$ cat src/rtl/acc_datapath.sv
// Purpose : accumulator-machine datapath (PC, IR, MDR, A, 2**AW x DW memory) steered by control-unit lines.
// Latency : registers update on the clock edge after the control lines are set; Aeq0/Apos/IR follow registers combinationally.
// Backpress: none; Halted (sticky) or prog_en freeze all architectural state and ignore control lines.
//
// Ports:
//   clock, reset (async, active-low)
//   IRload, JMPmux, PCload, Meminst, MemWr, Asel[1:0], Aload, Sub, Halt : control-unit lines
//   Input[DW-1:0]                                          : value loaded into A when Asel=01
//   prog_en, prog_we, prog_addr[AW-1:0], prog_data[DW-1:0] : memory programming port
//   IR[2:0], Aeq0, Apos                                    : status back to the control unit
//   A_out, PC_out, Halted                                  : observation outputs
//   OVF                                                    : sticky signed overflow, only when ACC_OVF_EN is defined
module acc_datapath #(
  parameter int DW = 8,
  parameter int AW = 5
) (
  input  logic          clock,
  input  logic          reset,
  input  logic          IRload,
  input  logic          JMPmux,
  input  logic          PCload,
  input  logic          Meminst,
  input  logic          MemWr,
  input  logic [1:0]    Asel,
  input  logic          Aload,
  input  logic          Sub,
  input  logic          Halt,
  input  logic [DW-1:0] Input,
  input  logic          prog_en,
  input  logic          prog_we,
  input  logic [AW-1:0] prog_addr,
  input  logic [DW-1:0] prog_data,
  output logic [2:0]    IR,
  output logic          Aeq0,
  output logic          Apos,
  output logic [DW-1:0] A_out,
  output logic [AW-1:0] PC_out,
`ifdef ACC_OVF_EN
  output logic          OVF,
`endif
  output logic          Halted
);

  localparam int DEPTH = 1 << AW;

  logic [DW-1:0] mem [DEPTH];

  logic [AW-1:0] pc_q;
  logic [DW-1:0] ir_q;
  logic [DW-1:0] mdr_q;
  logic [DW-1:0] a_q;
  logic          halted_q;

  logic          run;
  logic [AW-1:0] ir_addr;
  logic [AW-1:0] mem_addr;
  logic [DW-1:0] mem_rd;
  logic [DW-1:0] mem_pc;
  logic [DW-1:0] addend;
  logic [DW-1:0] sum;
  logic [DW-1:0] a_next;
  logic [AW-1:0] pc_next;

  // Programming mode and the halted state both freeze the machine.
  assign run      = ~halted_q & ~prog_en;
  assign ir_addr  = ir_q[AW-1:0];
  assign mem_addr = Meminst ? ir_addr : pc_q;
  assign mem_rd   = mem[mem_addr];
  assign mem_pc   = mem[pc_q];

  // Subtraction as A + ~MDR + 1 so one adder serves both operations.
  assign addend   = Sub ? ~mdr_q : mdr_q;
  assign sum      = a_q + addend + DW'(Sub);
  assign pc_next  = JMPmux ? ir_addr : pc_q + AW'(1);

  always_comb begin
    a_next = '0;
    unique case (Asel)
      2'b00:   a_next = sum;
      2'b01:   a_next = Input;
      2'b10:   a_next = mdr_q;
      default: a_next = '0;
    endcase
  end

  always_ff @(posedge clock or negedge reset) begin
    if (!reset) begin
      pc_q     <= '0;
      ir_q     <= '0;
      mdr_q    <= '0;
      a_q      <= '0;
      halted_q <= 1'b0;
    end else if (run) begin
      mdr_q <= mem_rd;
      if (IRload) ir_q <= mem_pc;
      if (PCload) pc_q <= pc_next;
      // An A write on the same edge as Halt still lands; the freeze starts afterwards.
      if (Aload)  a_q  <= a_next;
      if (Halt)   halted_q <= 1'b1;
    end
  end

  // Memory is not reset so a program survives a reset. The programming port
  // has priority; CPU stores always target the IR address field.
  always_ff @(posedge clock) begin
    if (prog_en) begin
      if (prog_we) mem[prog_addr] <= prog_data;
    end else if (!halted_q && MemWr) begin
      mem[ir_addr] <= a_q;
    end
  end

`ifdef ACC_OVF_EN
  logic ovf_q;
  logic ovf_set;

  // Add overflows when operands share a sign the result lacks; subtract
  // overflows when operand signs differ and the result sign departs from A.
  assign ovf_set = (Sub ? (a_q[DW-1] != mdr_q[DW-1]) : (a_q[DW-1] == mdr_q[DW-1]))
                   && (sum[DW-1] != a_q[DW-1]);

  always_ff @(posedge clock or negedge reset) begin
    if (!reset) begin
      ovf_q <= 1'b0;
    end else if (run && Aload) begin
      if (Asel != 2'b00)  ovf_q <= 1'b0;
      else if (ovf_set)   ovf_q <= 1'b1;
    end
  end

  assign OVF = ovf_q;
`endif

  assign IR     = ir_q[DW-1:DW-3];
  assign Aeq0   = (a_q == '0);
  assign Apos   = ~a_q[DW-1];
  assign A_out  = a_q;
  assign PC_out = pc_q;
  assign Halted = halted_q;

endmodule

$ cat config.mk
export PLATFORM = sky130hd
export DESIGN_NAME = acc_datapath
export DESIGN_NICKNAME = d
export VERILOG_FILES = /design/src/rtl/acc_datapath.sv
export SDC_FILE = /design/constraint.sdc
export NUM_CORES = 1
export LEC_CHECK = 0
export BUFFER_PORTS_ARGS = -buffer_cell sky130_fd_sc_hd__buf_2
export CAP_MARGIN = 20
export CORE_UTILIZATION = 50
export CTS_CLUSTER_DIAMETER = 50
export CTS_CLUSTER_SIZE = 40
export DETAILED_ROUTE_END_ITERATION = 10
export GPL_ROUTABILITY_DRIVEN = 0
export GPL_TIMING_DRIVEN = 0
export PLACE_DENSITY = 0.69
export SYNTH_ARGS = -nofsm -noshare
export SYNTH_HDL_FRONTEND = slang
export SYNTH_SLANG_ARGS = --single-unit
export TNS_END_PERCENT = 50
$ cat constraint.sdc
create_clock -name clock -period 3.4 [get_ports clock]
set_input_delay 0.17 -clock clock [delete_from_list [all_inputs] [get_ports clock]]
set_output_delay 0.17 -clock clock [all_outputs]
set_load 0.05 [all_outputs]
==> impl_metrics.prom <==
# TYPE chip_impl_metric gauge
chip_impl_info{name="critPathCaptureType",value="flop"} 1
chip_impl_metric{name="fraction_of_power_consumed_by_combinational_cells",unit="%"} 28.3
chip_impl_metric{name="worst_setup_slack_after_layout",unit="ps"} 30.2
chip_impl_metric{name="max_clk_rate",unit="MHz"} 297
chip_impl_metric{name="cts_inserted_buffers",unit=""} 26
chip_impl_metric{name="synth_enable_flop_cells",unit=""} 256
chip_impl_metric{name="clkSlewWorstSetupHoldPaths",unit="ps"} 70
chip_impl_metric{name="cts_max_path_buffers",unit=""} 3
chip_impl_metric{name="min_period",unit="ps"} 3370
chip_impl_info{name="path_cells",value="nor2_1 -> nand2_1 -> mux2i_1 -> nand2_1 -> nor2_1"} 1
chip_impl_metric{name="netSwitchingFraction",unit="%"} 33.4
chip_impl_metric{name="pwr-share-seq",unit="%"} 41.1
chip_impl_info{name="worstSetupStartpointType",value="flop"} 1
chip_impl_metric{name="drtIter0Drc",unit=""} 1255
chip_impl_metric{name="yosys.cell_types.count",unit=""} 60
chip_impl_info{name="timing.critical_path.slowest_stage_cell",value="sky130_fd_sc_hd__nor2_1"} 1
chip_impl_metric{name="portBuffers",unit=""} 50
chip_impl_metric{name="share_clk_of_total_power",unit="%"} 30.6
chip_impl_metric{name="clk_latency",unit="ps"} 560
chip_impl_metric{name="cellLeakagePower",unit="nW"} 5.33
chip_impl_metric{name="synthesis.yosys.warnings",unit=""} 0
chip_impl_metric{name="clkSinkCount",unit=""} 286
chip_impl_metric{name="core-area",unit="um^2"} 27800
chip_impl_metric{name="synth_seq_area_share",unit="%"} 59.6
chip_impl_metric{name="max-cap-violations",unit=""} 0
chip_impl_metric{name="dp_worst_setup_slack",unit="ps"} 115
chip_impl_info{name="critPathKind",value="reg -> reg"} 1
chip_impl_metric{name="power.density",unit="nW/um^2"} 621
chip_impl_metric{name="post-cts-setup-buffer-count",unit=""} 0
chip_impl_metric{name="grt_pass1_vias",unit=""} 9050
chip_impl_metric{name="layout_worst_path_cycle_share",unit="%"} 99.1
chip_impl_info{name="cts_tree",value="done"} 1
chip_impl_metric{name="hpwl_after_detailed_placement",unit="um"} 29200
chip_impl_info{name="synthFlopType",value="sky130_fd_sc_hd__edfxtp_1"} 1
chip_impl_info{name="ctsRootBufferMaster",value="sky130_fd_sc_hd__clkbuf_16"} 1
chip_impl_metric{name="rows",unit=""} 61
chip_impl_metric{name="cp_data_required_time",unit="ps"} 3580
chip_impl_metric{name="path_max_fanout",unit=""} 10
chip_impl_metric{name="postLayoutCoreUtil",unit="%"} 57.7
chip_impl_info{name="unrepaired_setup_endpoints_after_global_routing",value="yes"} 1
chip_impl_metric{name="power.ir.vdd_worst",unit="mV"} 0.476
chip_impl_metric{name="cts_max_level",unit=""} 1
chip_impl_metric{name="antenna_violations_before_repair",unit=""} 0
chip_impl_metric{name="ff2ff_setup_slack",unit="ps"} 30
chip_impl_metric{name="final_max_slew_viol_count",unit=""} 0
chip_impl_metric{name="worstPathArrival",unit="ps"} 3550
chip_impl_metric{name="syn-mean-instance-area",unit="um^2"} 15.5
chip_impl_metric{name="vias_per_cell",unit=""} 6.73
chip_impl_metric{name="detailedRoute.firstPassIterationCount",unit=""} 5
chip_impl_metric{name="final_area",unit="um^2"} 16000
chip_impl_metric{name="skew",unit="ps"} 32.9
chip_impl_metric{name="p_sw",unit="mW"} 3.33
chip_impl_metric{name="timing.critical_path.slowest_cell_delay",unit="ps"} 780
chip_impl_metric{name="post-route-drc-count",unit=""} 0
chip_impl_metric{name="grt-ovfl-total",unit=""} 0
chip_impl_metric{name="grt_util_all_layers",unit="%"} 29.9
chip_impl_metric{name="dpl_cell_area",unit="um^2"} 15000
chip_impl_metric{name="final-setup-viol-count",unit=""} 0
chip_impl_metric{name="floorplan.die_area",unit="um^2"} 29000
chip_impl_metric{name="max_slew_margin",unit="%"} 23.4
chip_impl_metric{name="netlist_area",unit="um^2"} 14200
chip_impl_metric{name="syn-instance-count",unit=""} 914
chip_impl_metric{name="final.fill_count",unit=""} 2147
chip_impl_metric{name="io_pins",unit=""} 54
chip_impl_metric{name="vias",unit=""} 9458
chip_impl_metric{name="hold_ws",unit="ps"} 16.7
chip_impl_metric{name="syn_nets",unit=""} 957
chip_impl_metric{name="final_hold_viol_count",unit=""} 0
chip_impl_metric{name="async_flop_share",unit="%"} 10.5
chip_impl_metric{name="grt_max_degree",unit=""} 33
chip_impl_metric{name="post_route_ant_nets",unit=""} 0
chip_impl_info{name="worst_hold_check_path_type",value="in -> reg"} 1
chip_impl_metric{name="first_pass_grt_wire_length",unit="um"} 60600
chip_impl_metric{name="worst-slew-pin-transition",unit="ps"} 1140
chip_impl_metric{name="floorplan.die.width",unit="um"} 170
chip_impl_metric{name="worst_r2r_path_depth",unit=""} 5
chip_impl_metric{name="worstHoldPathCells",unit=""} 5
chip_impl_metric{name="finalWirelength",unit="um"} 42200
chip_impl_metric{name="die_height",unit="um"} 170
chip_impl_metric{name="synth.ff_latch_count",unit=""} 286
chip_impl_metric{name="fin_total_pwr",unit="mW"} 9.95
chip_impl_metric{name="internal_power",unit="mW"} 6.62
chip_impl_info{name="run_status",value="complete, no violations"} 1
chip_impl_metric{name="final_layout_size_suffix_gt1_share",unit="%"} 27.4
chip_impl_metric{name="post_drt_wl_per_cell",unit="um"} 30.0
chip_impl_metric{name="layout-area-overhead-vs-synth",unit="%"} 13.3
chip_impl_metric{name="design.final.nets",unit=""} 1051
chip_impl_metric{name="initial_util",unit="%"} 51.0
chip_impl_metric{name="antennaDiodeCount",unit=""} 0
==> through the flow <==
stage / setup TNS (ps) / cells
2_1_floorplan: 0 / 914
3_3_place_gp: -56890 / 1342
3_5_place_dp: 0 / 1346
4_1_cts: 0 / 1401
5_1_grt: -825 / 1405
6_report: 0 / 1405
==> repair_timing <==
action                                  CTS  global route
hold buffers                              8             0
endpoints found under the hold margin    35             0
endpoints found under the setup margin    0            84
gates resized for setup                   0             8
==> power by group through the flow <==
stage | combinational, mW | clock [mW] | sequential, mW
finish | 2.81 | 3.05 | 4.09
CTS | 2.74 | 3.07 | 4.08
detailed placement | 2.71 | 0 | 4.16
global route | 2.95 | 3.18 | 4.09
global placement | 2.68 | 0 | 4.16
floorplan | 1.80 | 0 | 4.20
==> synthesized netlist by cell type, types with 3 or more instances <==
| cell | number | area share [%] |
|---|---|---|
| sky130_fd_sc_hd__nand2b_1 | 9 | 0.40 |
| sky130_fd_sc_hd__a221oi_1 | 3 | 0.19 |
| sky130_fd_sc_hd__xor2_1 | 7 | 0.43 |
| sky130_fd_sc_hd__buf_1 | 5 | 0.13 |
| sky130_fd_sc_hd__nor2_1 | 66 | 1.8 |
| sky130_fd_sc_hd__edfxtp_1 | 256 | 54 |
| sky130_fd_sc_hd__a311oi_1 | 3 | 0.19 |
| sky130_fd_sc_hd__mux4_2 | 128 | 20 |
| sky130_fd_sc_hd__a32oi_1 | 5 | 0.31 |
| sky130_fd_sc_hd__xnor2_1 | 5 | 0.31 |
| sky130_fd_sc_hd__nor2b_1 | 6 | 0.27 |
| sky130_fd_sc_hd__a2bb2oi_1 | 3 | 0.19 |
| sky130_fd_sc_hd__a31oi_1 | 7 | 0.31 |
| sky130_fd_sc_hd__nand3_1 | 16 | 0.57 |
| sky130_fd_sc_hd__o22ai_1 | 14 | 0.62 |
| sky130_fd_sc_hd__o31ai_1 | 3 | 0.16 |
| sky130_fd_sc_hd__buf_2 | 20 | 0.71 |
| sky130_fd_sc_hd__o21ai_0 | 23 | 0.81 |
| sky130_fd_sc_hd__a22oi_1 | 14 | 0.74 |
| sky130_fd_sc_hd__nand3b_1 | 4 | 0.21 |
| sky130_fd_sc_hd__nand4_1 | 3 | 0.13 |
| sky130_fd_sc_hd__or4_1 | 4 | 0.21 |
| sky130_fd_sc_hd__a21o_1 | 7 | 0.37 |
| sky130_fd_sc_hd__mux2i_1 | 17 | 1.2 |
| sky130_fd_sc_hd__and3_1 | 4 | 0.18 |
| sky130_fd_sc_hd__buf_6 | 7 | 0.56 |
| sky130_fd_sc_hd__a21oi_1 | 56 | 2.0 |
| sky130_fd_sc_hd__dfrtp_1 | 30 | 5.3 |
| sky130_fd_sc_hd__inv_1 | 7 | 0.19 |
| sky130_fd_sc_hd__mux2_2 | 4 | 0.32 |
| sky130_fd_sc_hd__clkbuf_1 | 22 | 0.58 |
| sky130_fd_sc_hd__nand2_1 | 100 | 2.7 |
| sky130_fd_sc_hd__nor3_1 | 8 | 0.28 |
| sky130_fd_sc_hd__or3_1 | 3 | 0.13 |
| sky130_fd_sc_hd__buf_4 | 5 | 0.27 |
| sky130_fd_sc_hd__o211ai_1 | 3 | 0.16 |
| sky130_fd_sc_hd__ha_1 | 7 | 0.62 |
==> critical path, delay by kind of cell (launching register included) <==
family,cells,cell delay [ps]
DFF,1,410
muxes,1,550
and+or+nand+nor,4,2050
==> final timing paths <==
kind | from | end
max | Halted | mem[3][2]
min reg2reg | ir_q[5] | ir_q[5]
max reg2reg | Halted | mem[3][2]
max in group asynchronous | reset | mdr_q[7]
min in group asynchronous | reset | ir_q[5]
min | Input[7] | A_out[7]
==> cells by family (layout without fill, tap and decap cells) <==
group                    after synthesis  count (layout)  share of synthesized area (%)
XOR/XNOR                              12              12                          0.742
AND/OR/NAND/NOR                      236             236                           7.50
AO/OA/AOI/OAI                        155             155                           6.85
adder cells (fa/ha/maj)                8               8                          0.760
flip-flops                           286             286                           59.6
buffers and inverters                 67             180                           2.47
multiplexers                         150             150                           22.1
==> state kept, by name, summed over array words and instances, names as in the netlist <==
name and cells:
mdr_q 8, ir_q 8, Halted 1, mem 256, A_out 8, PC_out 5
==> final cells by class <==
type / count / area [um^2] / area share, %
plain buffers: 59 / 318 / 1.98
clock buffers: 27 / 676 / 4.21
clock inverters: 20 / 216 / 1.35
inverters: 8 / 32.5 / 0.203
multi-input cells: 561 / 5390 / 33.6
flip-flops and latches: 286 / 8440 / 52.6
well taps: 378 / 473 / 2.95
repair buffers: 66 / 488 / 3.04
==> cell usage in the layout, fill, tap and decap left out, types with 5 or more instances in the layout <==
cell / netlist / final
sky130_fd_sc_hd__edfxtp_1: 256 / 256
sky130_fd_sc_hd__mux4_2: 128 / 128
sky130_fd_sc_hd__nand2_1: 100 / 100
sky130_fd_sc_hd__buf_2: 20 / 70
sky130_fd_sc_hd__nor2_1: 66 / 58
sky130_fd_sc_hd__a21oi_1: 56 / 56
sky130_fd_sc_hd__dfrtp_1: 30 / 30
sky130_fd_sc_hd__clkbuf_16: 0 / 27
sky130_fd_sc_hd__clkbuf_1: 22 / 22
sky130_fd_sc_hd__o21ai_0: 23 / 22
sky130_fd_sc_hd__mux2i_1: 17 / 17
sky130_fd_sc_hd__nand3_1: 16 / 16
sky130_fd_sc_hd__o22ai_1: 14 / 14
sky130_fd_sc_hd__a22oi_1: 14 / 14
sky130_fd_sc_hd__nand2b_1: 9 / 9
sky130_fd_sc_hd__nor2_2: 0 / 8
sky130_fd_sc_hd__nor3_1: 8 / 8
sky130_fd_sc_hd__dlygate4sd3_1: 0 / 8
sky130_fd_sc_hd__xor2_1: 7 / 7
sky130_fd_sc_hd__inv_1: 7 / 7
sky130_fd_sc_hd__buf_6: 7 / 7
sky130_fd_sc_hd__a21o_1: 7 / 7
sky130_fd_sc_hd__a31oi_1: 7 / 7
sky130_fd_sc_hd__ha_1: 7 / 7
sky130_fd_sc_hd__nor2b_1: 6 / 6
sky130_fd_sc_hd__buf_1: 5 / 5
sky130_fd_sc_hd__xnor2_1: 5 / 5
sky130_fd_sc_hd__buf_4: 5 / 5
sky130_fd_sc_hd__a32oi_1: 5 / 5
sky130_fd_sc_hd__inv_8: 0 / 5
sky130_fd_sc_hd__buf_8: 0 / 5
==> per-layer routing <==
layer | vias to the layer above | track usage (%) | routed length (um)
li1 | 3885 | - | -
met1 | 4780 | 40.4 | 15700
met2 | 686 | 45.3 | 19000
met3 | 107 | 8.86 | 5580
met4 | 0 | 12.3 | 1920
met5 | - | 0 | 0
(Power assumes the default switching activity.)
